--- src/rtl/iterative_shifter.sv ---
// -----------------------------------------------------------------------------
// iterative_shifter
//
// Purpose:
//   Multi-cycle barrel-shifter replacement. An accepted start captures the
//   operand and control bits, then the working register is shifted by one bit
//   per clock until the requested count is exhausted. The final value is
//   copied to a registered result together with a one-cycle done pulse.
//
// Optional feature:
//   SHIFTER_ROTATE_EN - when defined, rot=1 turns each single-bit step into a
//                       rotate (left: MSB -> LSB, right: LSB -> MSB, arith
//                       ignored). When undefined, rot is captured but has no
//                       effect, so behaviour equals rot=0.
//
// Ports:
//   clk      in   1        clock, rising edge
//   rst_n    in   1        synchronous active-low reset
//   start    in   1        request an operation (sampled in IDLE only)
//   data_in  in   WIDTH    operand
//   shamt    in   SHAMT_W  shift count
//   dir      in   1        0 = left, 1 = right
//   arith    in   1        1 = arithmetic right shift
//   rot      in   1        1 = rotate (see SHIFTER_ROTATE_EN)
//   busy     out  1        operation in progress (state != IDLE)
//   done     out  1        one-cycle pulse, result valid
//   result   out  WIDTH    registered shifted value
//
// Timing (start accepted at edge 0):
//   edges 1..shamt shift the working register, the edge leaving DONE
//   (edge shamt+1) loads result and raises done, so done is high in the first
//   IDLE cycle after the operation. busy covers shamt+1 cycles.
//
// State table:
//   state    | meaning
//   ST_IDLE  | waiting for start; operands captured on start
//   ST_SHIFT | one single-bit step per cycle, counter decrements
//   ST_DONE  | working register complete; result/done loaded on exit
// -----------------------------------------------------------------------------
module iterative_shifter #(
    parameter int WIDTH   = 16,
    parameter int SHAMT_W = 4
) (
    input  logic               clk,
    input  logic               rst_n,
    input  logic               start,
    input  logic [WIDTH-1:0]   data_in,
    input  logic [SHAMT_W-1:0] shamt,
    input  logic               dir,
    input  logic               arith,
    input  logic               rot,
    output logic               busy,
    output logic               done,
    output logic [WIDTH-1:0]   result
);

    typedef enum logic [1:0] {
        ST_IDLE  = 2'd0,
        ST_SHIFT = 2'd1,
        ST_DONE  = 2'd2
    } state_t;

`ifdef SHIFTER_ROTATE_EN
    localparam logic ROT_EN = 1'b1;
`else
    localparam logic ROT_EN = 1'b0;
`endif

    localparam logic [SHAMT_W-1:0] CNT_ONE  = {{(SHAMT_W-1){1'b0}}, 1'b1};
    localparam logic [SHAMT_W-1:0] CNT_ZERO = '0;

    state_t             r_state;
    state_t             w_state_nxt;
    logic [WIDTH-1:0]   r_work;
    logic [SHAMT_W-1:0] r_cnt;
    logic               r_dir;
    logic               r_arith;
    logic               r_rot;
    logic               r_done;
    logic [WIDTH-1:0]   r_result;

    logic               w_rot_active;
    logic               w_fill_l;
    logic               w_fill_r;
    logic [WIDTH-1:0]   w_step;
    logic               w_accept;

    // rot is always captured; it only influences the data path when the
    // rotate feature is compiled in.
    assign w_rot_active = r_rot & ROT_EN;
    assign w_accept     = (r_state == ST_IDLE) && start;

    // Bit shifted in at the vacated end for a single step.
    always_comb begin
        w_fill_l = 1'b0;
        w_fill_r = 1'b0;
        if (w_rot_active) begin
            w_fill_l = r_work[WIDTH-1];
            w_fill_r = r_work[0];
        end else if (r_arith) begin
            w_fill_r = r_work[WIDTH-1];
        end
    end

    always_comb begin
        w_step = r_work;
        if (r_dir) begin
            w_step = {w_fill_r, r_work[WIDTH-1:1]};
        end else begin
            w_step = {r_work[WIDTH-2:0], w_fill_l};
        end
    end

    // FSM state register
    always_ff @(posedge clk) begin
        if (!rst_n) begin
            r_state <= ST_IDLE;
        end else begin
            r_state <= w_state_nxt;
        end
    end

    // FSM next-state logic
    always_comb begin
        w_state_nxt = r_state;
        case (r_state)
            ST_IDLE: begin
                if (start) begin
                    // A zero count skips SHIFT; the operand passes straight through.
                    w_state_nxt = (shamt == CNT_ZERO) ? ST_DONE : ST_SHIFT;
                end
            end
            ST_SHIFT: begin
                if (r_cnt == CNT_ONE) begin
                    w_state_nxt = ST_DONE;
                end
            end
            ST_DONE: begin
                w_state_nxt = ST_IDLE;
            end
            default: begin
                w_state_nxt = ST_IDLE;
            end
        endcase
    end

    // Data path: operand capture, stepping, result/done registers.
    always_ff @(posedge clk) begin
        if (!rst_n) begin
            r_work   <= '0;
            r_cnt    <= '0;
            r_dir    <= 1'b0;
            r_arith  <= 1'b0;
            r_rot    <= 1'b0;
            r_done   <= 1'b0;
            r_result <= '0;
        end else begin
            r_done <= 1'b0;
            if (w_accept) begin
                r_work  <= data_in;
                r_cnt   <= shamt;
                r_dir   <= dir;
                r_arith <= arith;
                r_rot   <= rot;
            end else if (r_state == ST_SHIFT) begin
                r_work <= w_step;
                r_cnt  <= r_cnt - CNT_ONE;
            end else if (r_state == ST_DONE) begin
                // result is only touched here, so it holds across SHIFT.
                r_result <= r_work;
                r_done   <= 1'b1;
            end
        end
    end

    assign busy   = (r_state != ST_IDLE);
    assign done   = r_done;
    assign result = r_result;

endmodule

--- config.mk ---
export PLATFORM = sky130hd
export DESIGN_NAME = iterative_shifter
export DESIGN_NICKNAME = d
export VERILOG_FILES = /design/src/rtl/iterative_shifter.sv
export SDC_FILE = /design/constraint.sdc
export NUM_CORES = 1
export LEC_CHECK = 0
export BUFFER_PORTS_ARGS = -buffer_cell sky130_fd_sc_hd__clkbuf_2
export CORE_UTILIZATION = 50
export CTS_BUF_LIST = sky130_fd_sc_hd__clkbuf_4
export DETAILED_ROUTE_END_ITERATION = 16
export GPL_TIMING_DRIVEN = 0
export PLACE_DENSITY = 0.79
export SYNTH_ARGS = -nofsm -noshare
export SYNTH_HDL_FRONTEND = slang
export SYNTH_SLANG_ARGS = --single-unit
--- constraint.sdc ---
create_clock -name clk -period 1.6 [get_ports clk]
set_input_delay 0.16 -clock clk [delete_from_list [all_inputs] [get_ports clk]]
set_output_delay 0.16 -clock clk [all_outputs]
set_load 0.02 [all_outputs]
==> impl_metrics.json, run 1 <==
{
  "core-area_um2": 3716,
  "pwr-share-seq_pct": 51.0,
  "fin_crit_sh_pct": 94.26,
  "multi_input_area_um2": 1007,
  "synth_nets": 252,
  "power_density_nw_per_um2": 981.0,
  "hold_path_class": "in -> reg",
  "fin_setup_tns_ns": 0,
  "cts_root_buffer": "clkbuf_4",
  "synth_ff_type": "dfxtp_1",
  "routedWlPerCell_um": 13.34,
  "grt_max_degree": 13,
  "avgSynthCellArea_um2": 8.725,
  "grt.overflow.total": 0,
  "ios": 44,
  "critical_path_buf_inv_count": 2,
  "netlist_instances": 224,
  "maxSlewHeadroom_pct": 67.62,
  "drv_cap": 0,
  "slew_viol_final": 0,
  "p_sw_mw": 0.6494,
  "critical_path.max_stage_delay_ns": 0.37,
  "clockBufferDepth": 2,
  "synth-seq-area-share_pct": 42.00,
  "dp_hpwl_mm": 2.992,
  "start_util_pct": 52.59,
  "crit_type": "reg -> out",
  "fillCellCount": 342,
  "clkTransAtPathRegs_ns": 0.12,
  "peakVddDrop_mv": 0.4854,
  "port_buffers": 41,
  "finClkSkew_ns": 0.01073,
  "vias": 1689,
  "drtPass1Iterations": 4,
  "final_area_um2": 2293,
  "internal_power_mw": 1.601,
  "pwr-share-clk_pct": 29.3,
  "gp_congestion": 0.8054,
  "path_cells": "clkbuf_8 -> or2_2 -> clkbuf_2",
  "cp_top_family": "flip-flops",
  "yosysWarnings": 0,
  "grt_usage_pct": 24.04,
  "layout_min_cycle_time_ns": 1.508,
  "synth-seq-cells": 41,
  "synth_area_um2": 1954,
  "hold_violations": 0,
  "die_h_um": 64.52,
  "cp.arrival_ns": 1.35,
  "async_flop_share_pct": 0,
  "setup_viol": 0,
  "power_frac_comb_pct": 19.7,
  "num-nets-final": 300,
  "hold_buffers": 0,
  "grt_pass1_wl_mm": 7.652,
  "clk_latency_ns": 0.35,
  "drt-total-wl_mm": 4.270,
  "synth_cell_types": 42,
  "numCtsBuffers": 5,
  "ys_top_cells_by_area": "dfxtp_1 (42%), nand2_1 (8.1%), mux2i_1 (7.2%)",
  "drt_first_iter_violations": 96,
  "cts_tree": "yes",
  "remaining_drc_errors": 0,
  "final_antenna_net_count": 0,
  "antenna_found_initial": 0,
  "synthDominantCellAreaShare_pct": 42.00,
  "rows": 22,
  "layout-drive-gt1-share_pct": 25.00,
  "die_w_um": 64.52,
  "worst_pin_slew_ns": 0.4857,
  "n_antenna_cell": 0,
  "rsz0062_at_grt": "no",
  "crit_fanout": 10,
  "slowest_stage": "dfxtp_2",
  "max_freq_ghz": 0.6631,
  "startpoint_type": "flip-flop",
  "worstPathRequired_ns": 1.44,
  "critPathCaptureType": "primary output",
  "run_status": "complete, no violations",
  "area_growth_pct": 17.35,
  "grt_pass1_vias": 1649,
  "power.leakage_nw": 0.9097,
  "synth_edf_count": 0,
  "synth.largest_area_cell": "dfxtp_1",
  "switching_share_pct": 28.86,
  "die-area_um2": 4163,
  "ctsHtreeMaxLevel": 2,
  "postPlaceCellArea_um2": 2220,
  "clkSinkCount": 41,
  "vias_per_cell": 5.278,
  "regArea_um2": 822.0
}
placed cells by master, fill, tap and decap left out, drive strengths merged:
cell type,n
or2,1
and2,2
a21oi,19
or3b,1
o211ai,2
nor2b,2
clkinv,1
nor2,21
clkbuf,53
nand3b,2
o2bb2ai,13
a21boi,21
nand2,42
o21ai,1
o21a,2
and3b,1
or3,1
dfxtp,41
nor3,1
nand4,1
a211oi,1
nand3,3
buf,10
nand2b,2
a31oi,1
o221ai,1
inv,3
and2b,2
a2bb2oi,1
nor3b,1
bufinv,1
ha,2
mux2i,14
nor4b,1
nor4,1
synthesized netlist by cell type (all sizes together) (2+ instances only):
cell type and number:
ha 2, nand3 3, a21boi 21, dfxtp 41
nor2 21, o21a 2, nand2b 2, o2bb2ai 13
nor2b 2, mux2i 14, and2 2, buf 10
clkbuf 7, nand2 42, a21oi 19, nand3b 2
inv 3, and2b 2, o211ai 2
power by group through the flow:
stage | Combinational (mW) | Clock (mW) | Sequential, mW
after floorplan | 0.321 | 0 | 1.16
after CTS | 0.443 | 0.664 | 1.14
final | 0.444 | 0.659 | 1.15
after global placement | 0.429 | 0 | 1.17
after global routing | 0.495 | 0.728 | 1.16
after detailed placement | 0.438 | 0 | 1.17
worst paths after layout:
path / cells after the start / end / start / slack, ns
worst max register to register: 6 / result[10] / r_state[1] / 0.15
worst max-delay path: 3 / busy / r_state[0] / 0.09
worst min register to register: 2 / result[15] / result[15] / 0.46
worst min-delay path: 3 / r_arith / arith / 0.03
tightest hold or removal path, delay by kind of cell:
kind                   cells  cell delay [ns]
buffers and inverters      1             0.08
AOI/OAI and AO/OA          1             0.05
and+or+nand+nor            1             0.05
final cells by class:
cell class / instances / area share [%]
sequential: 41 / 35.84
timing repair buffer: 41 / 8.947
tap: 48 / 2.619
clock inverter: 2 / 1.528
buffer: 17 / 5.019
multi-input combinational: 163 / 43.92
inverter: 3 / 0.4910
clock buffer: 5 / 1.637
metrics by stage:
stage	worst slack, ns	utilization (%)	hold WS [ns]	total power [mW]	cells
after CTS	0.05448	61.68	0.01308	2.252	320
after global routing	0.02110	61.72	0.01380	2.382	320
after floorplan	0.3145	-	0.2948	1.482	224
after detailed placement	0.1856	59.73	0.3922	1.606	313
after global placement	0.2274	59.73	0.3918	1.597	313
final	0.09188	61.72	0.02555	2.250	320
repair_timing:
action	CTS	global route
resized for setup	0	1
endpoints found under the setup margin	0	1
setup buffers	0	0
cells by family (layout without fill, tap and decap cells):
kind of cell / Yosys count / in the layout / share of synthesized area (%)
fa+ha+maj: 2 / 2 / 1.280
compound gates: 62 / 62 / 22.15
simple gates: 85 / 85 / 20.94
flops: 41 / 41 / 42.00
mux: 14 / 14 / 7.170
buf+inv: 20 / 68 / 6.465
registers in the layout, indices dropped and copies added, names as in the netlist:
signal,cells
result,16
done,1
r_state,2
r_work,16
r_arith,1
r_dir,1
r_cnt,4
layer usage:
layer | GRT usage [%] | up-vias | part of all wire (%)
li1 | - | 876 | -
met1 | 30.95 | 768 | 48
met2 | 39.08 | 38 | 46
met3 | 6.338 | 7 | 5.0
met4 | 7.500 | 0 | 1.3
met5 | 0 | - | 0
Power figures use the tool's default switching activity.
==> inputs of run 2 (changes only) <==
- CORE_MARGIN: default -> 2
==> run 2 against run 1 <==
  * Hold slack lost 0.015 ns
  * Largest power group unchanged
  * Setup slack lost 0.017 ns
  * Critical path type unchanged
  * Count of clock-buffer cells in the layout is the same
  * Cell area grew 0.38%
==> impl_metrics.json, run 2 (synthesis gave the netlist of run 1 again) <==
{
  "core-area_um2": 3716,
  "busiest_layer": "met2",
  "worst_pin_slew_ns": 0.4790,
  "grtUsageMet1_pct": 26.21,
  "grt_pass1_wl_mm": 7.044,
  "drv_cap": 0,
  "postPlaceCellArea_um2": 2220,
  "cts_root_buffer": "clkbuf_4",
  "gp_congestion": 0.8106,
  "start_util_pct": 52.59,
  "maxSlewHeadroom_pct": 68.07,
  "layout-drive-gt1-share_pct": 24.54,
  "rows": 22,
  "power.leakage_nw": 0.9136,
  "fin_hold_ws_ns": 0.01092,
  "critPathCaptureType": "primary output",
  "setup_slack_ns": 0.07499,
  "place_inst": 313,
  "antenna_found_initial": 0,
  "grt.overflow.total": 0,
  "num-nets-final": 301,
  "cp_top_family": "flip-flops",
  "power_density_nw_per_um2": 975.7,
  "fin_setup_tns_ns": 0,
  "critical_path.max_stage_delay_ns": 0.38,
  "worstPathRequired_ns": 1.44,
  "clkTransAtPathRegs_ns": 0.12,
  "drt-total-wl_mm": 4.162,
  "ios": 44,
  "slew_viol_final": 0,
  "die-area_um2": 4425,
  "clockBufferDepth": 2,
  "area_growth_pct": 17.80,
  "die_h_um": 66.52,
  "cts_tree": "yes",
  "drtPass1Iterations": 4,
  "numCtsBuffers": 5,
  "finClkSkew_ns": 0.009888,
  "power_mw": 2.246,
  "vias_per_cell": 5.174,
  "clkSinkCount": 41,
  "vias": 1661,
  "rsz0062_at_grt": "no",
  "post_cts_buffers": 0,
  "peakVddDrop_mv": 0.5199,
  "fillCellCount": 352,
  "port_buffers": 41,
  "remaining_drc_errors": 0,
  "max_freq_ghz": 0.6557,
  "dp_hpwl_mm": 2.922,
  "hold_violations": 0,
  "clk_latency_ns": 0.36,
  "layout_min_cycle_time_ns": 1.525,
  "drt_first_iter_violations": 125,
  "routedWlPerCell_um": 12.97,
  "fin_crit_sh_pct": 95.31,
  "final_area_um2": 2302,
  "crit_type": "reg -> out",
  "finish.utilization_pct": 61.95,
  "slowest_stage": "dfxtp_1",
  "grt_max_degree": 13,
  "hold_buffers": 1,
  "use_met2_pct": 34.75,
  "mostFrequentLayoutCells": "nand2_1 (42), clkbuf_2 (42), dfxtp_1 (41)",
  "path_cells": "clkbuf_8 -> or2_2 -> clkbuf_2",
  "post_cts_resized": 0,
  "critical_path_buf_inv_count": 2,
  "startpoint_type": "flip-flop",
  "hold_path_class": "in -> reg",
  "dp_slack_ns": 0.1684,
  "grt_usage_pct": 21.13,
  "run_status": "complete, no violations",
  "die_w_um": 66.52,
  "met3_usage_pct": 5.574,
  "ctsHtreeMaxLevel": 2,
  "layout.cells.non_filler": 321,
  "setup_viol": 0,
  "cp.arrival_ns": 1.37,
  "grt_pass1_vias": 1592,
  "final_antenna_net_count": 0,
  "crit_fanout": 10,
  "n_antenna_cell": 0
}
## run 2: cell types whose count changed in the layout (fill, tap and decap cells not counted), sizes merged
cell | before | now
dlygate4sd3 | 0 | 1
## run 2: tightest hold or removal path: stages
cell      delay (ns)
clkbuf_2        0.08
nand2_1         0.05
a21boi_1        0.05
## run 2: cell type report
type / instances / area (um2) / area share [%]
clock inverters: 2 / 35.03 / 1.522
flip-flops and latches: 41 / 820.8 / 35.65
multi-input cells: 163 / 1007 / 43.75
repair buffers: 42 / 215.2 / 9.348
inverters: 3 / 11.26 / 0.4891
plain buffers: 17 / 115.1 / 5.000
clock buffers: 5 / 37.54 / 1.630
well taps: 48 / 60.06 / 2.609
## run 2: routing by layer
layer	wire length (um)	vias to the layer above
li1	-	871
met1	2020	748
met2	1868	36
met3	193	6
met4	80	0
met5	0	-
## run 2: worst paths after layout
check / to / slack (ns) / cells past startpoint / startpoint
max: busy / 0.07 / 3 / r_state[0]
min: r_dir / 0.01 / 3 / dir
max reg2reg: r_work[11] / 0.14 / 6 / r_state[1]
min reg2reg: r_arith / 0.46 / 2 / r_arith
## run 2: power by group
group / internal, mW / switching, mW / total, mW
Clock: 0.318 / 0.344 / 0.662
Combinational: 0.197 / 0.241 / 0.438
Sequential: 1.09 / 0.0612 / 1.15
==> inputs of run 3 (changes only) <==
- ABC_AREA: default -> 1
- PLACE_DENSITY: 0.79 -> 0.78
==> run 3 against run 2 <==
  * Combinational power increased by 59%
  * Fmax increased by 13%
  * Via count increased by 21%
  * Largest power group unchanged
  * Area after synthesis increased by 4.4%
  * Core utilization decreased by 1.7 points
  * First-iteration DRC count increased by 1.6%
==> impl_metrics.json, run 3 <==
{
  "synth_nets": 327,
  "remaining_drc_errors": 0,
  "clk_latency_ns": 0.36,
  "fin_crit_sh_pct": 84.06,
  "critical_path.max_stage_delay_ns": 0.43,
  "num-nets-final": 376,
  "yosysWarnings": 0,
  "die_h_um": 67.89,
  "hold_path_class": "in -> reg",
  "clockBufferDepth": 2,
  "synth_edf_count": 0,
  "r2r_start": "r_cnt[0]",
  "core-area_um2": 3971,
  "layout-drive-gt1-share_pct": 22.64,
  "power_mw": 2.578,
  "run_status": "complete, no violations",
  "post_cts_resized": 0,
  "slew_viol_final": 0,
  "drt_first_iter_violations": 127,
  "ys_top_cells_by_area": "dfxtp_1 (40%), nand2_1 (16%), o21ai_0 (7.6%)",
  "synth-seq-area-share_pct": 40.22,
  "worst_r2r_path_depth": 7,
  "ios": 44,
  "gp_congestion": 0.8524,
  "drtPass1Iterations": 4,
  "rsz0062_at_grt": "no",
  "peakVddDrop_mv": 0.5054,
  "port_buffers": 42,
  "final_antenna_net_count": 0,
  "max_freq_ghz": 0.7435,
  "path_cells": "inv_1 -> nand2_1 -> clkbuf_2",
  "clkSinkCount": 41,
  "layout_min_cycle_time_ns": 1.345,
  "dp_hpwl_mm": 3.628,
  "cts_tree": "yes",
  "synth.largest_area_cell": "dfxtp_1",
  "crit_path_start": "r_state[1]",
  "grt_pass1_wl_mm": 8.190,
  "finClkSkew_ns": 0.008835,
  "vias_per_cell": 5.033,
  "worst_hold_path.endpoint": "r_arith",
  "die_w_um": 67.89,
  "crit_fanout": 5,
  "grt_pass1_vias": 1811,
  "vias": 2008,
  "r2r_slack_ns": 0.32,
  "netlist_instances": 299,
  "power.leakage_nw": 1.219,
  "synth-seq-cells": 41,
  "cp.arrival_ns": 1.19,
  "drv_cap": 0,
  "critPathCaptureType": "primary output",
  "hold_violations": 0,
  "yosys-top-cells-count": "nand2_1 (87), dfxtp_1 (41), inv_1 (41)",
  "synth_cell_types": 22,
  "worstPathRequired_ns": 1.44,
  "setup_viol": 0,
  "fillCellCount": 405,
  "n_antenna_cell": 0,
  "ctsHtreeMaxLevel": 2,
  "die-area_um2": 4608,
  "avgSynthCellArea_um2": 6.825,
  "clkTransAtPathRegs_ns": 0.12,
  "grt_usage_pct": 24.07,
  "fin_setup_tns_ns": 0,
  "area_growth_pct": 17.23,
  "mostFrequentLayoutCells": "nand2_1 (87), clkbuf_2 (42), inv_1 (41), dfxtp_1 (41), o21ai_0 (31)",
  "grt.overflow.total": 0,
  "synthDominantCellAreaShare_pct": 40.22,
  "rows": 23,
  "cts_root_buffer": "clkbuf_4",
  "maxSlewHeadroom_pct": 69.67,
  "min_path_cells": 3,
  "slowest_stage": "dfxtp_1",
  "worst_pin_slew_ns": 0.4549,
  "drt-total-wl_mm": 4.977,
  "routedWlPerCell_um": 12.47,
  "startpoint_type": "flip-flop",
  "hold_buffers": 0,
  "async_flop_share_pct": 0,
  "mostFrequentLayoutCell": "nand2_1",
  "grt_max_degree": 13,
  "worstHoldStart": "arith",
  "start_util_pct": 51.39,
  "post_cts_buffers": 0,
  "synth.most_common_cell": "nand2_1",
  "numCtsBuffers": 5,
  "synth_area_um2": 2041,
  "crit_type": "reg -> out",
  "antenna_found_initial": 0,
  "power_density_nw_per_um2": 1077,
  "synth_ff_type": "dfxtp_1",
  "r2r_end": "r_cnt[2]"
}
-- run 3: logic make-up after synthesis --
| group | share of synthesized area [%] |
|---|---|
| and+or+nand+nor | 26.55 |
| adders and majority gates | 1.226 |
| DFF | 40.22 |
| buffers and inverters | 13.55 |
| AOI/OAI and AO/OA | 18.45 |
-- run 3: how the worst max path moves through the flow --
stage / depth (start not counted) / to / slack (ns)
floorplan: 7 / r_cnt[2] / 0.42
global placement: 6 / result[12] / 0.38
detailed placement: 7 / r_cnt[2] / 0.33
CTS: 3 / busy / 0.25
global route: 3 / busy / 0.18
finish: 3 / busy / 0.25
-- run 3: layer usage --
metal	track usage, %	up-vias	wire length [um]
met5	0	-	0
met2	39.95	63	2368
met1	30.69	902	2201
li1	-	1036	-
met3	6.414	7	359
met4	7.250	0	48
-- run 3: power by group --
part           switching, mW  internal [mW]  leakage [nW]
Combinational          0.436          0.259         0.839
Sequential            0.0656           1.13         0.337
Clock                  0.345          0.342        0.0433
-- run 3: worst max-delay path: cells and delay by family (launching register included) --
| kind | cells | cell delay (ns) |
|---|---|---|
| buf+inv | 2 | 0.29 |
| flops | 1 | 0.43 |
| simple gates | 1 | 0.09 |
-- run 3: layout make-up --
| class | count | area [um2] | area share [%] |
|---|---|---|---|
| inverters | 43 | 161.4 | 6.747 |
| clock inverters | 2 | 33.78 | 1.412 |
| well taps | 50 | 62.56 | 2.615 |
| plain buffers | 16 | 115.1 | 4.812 |
| clock buffers | 6 | 45.04 | 1.883 |
| multi-input cells | 199 | 943.4 | 39.44 |
| repair buffers | 42 | 210.2 | 8.787 |
| flip-flops and latches | 41 | 820.8 | 34.31 |
-- run 3: per-stage QoR --
stage               hold WS (ns)  area (um2)  worst slack (ns)  utilization, %  std cells
floorplan                 0.3027        2041            0.4249               -        299
global placement          0.3957        2313            0.3754           58.25        391
detailed placement        0.3964        2313            0.3275           58.25        391
CTS                     0.007263        2392            0.2538           60.24        399
global route             0.04124        2392            0.1816           60.24        399
finish                   0.01057        2392            0.2550           60.24        399
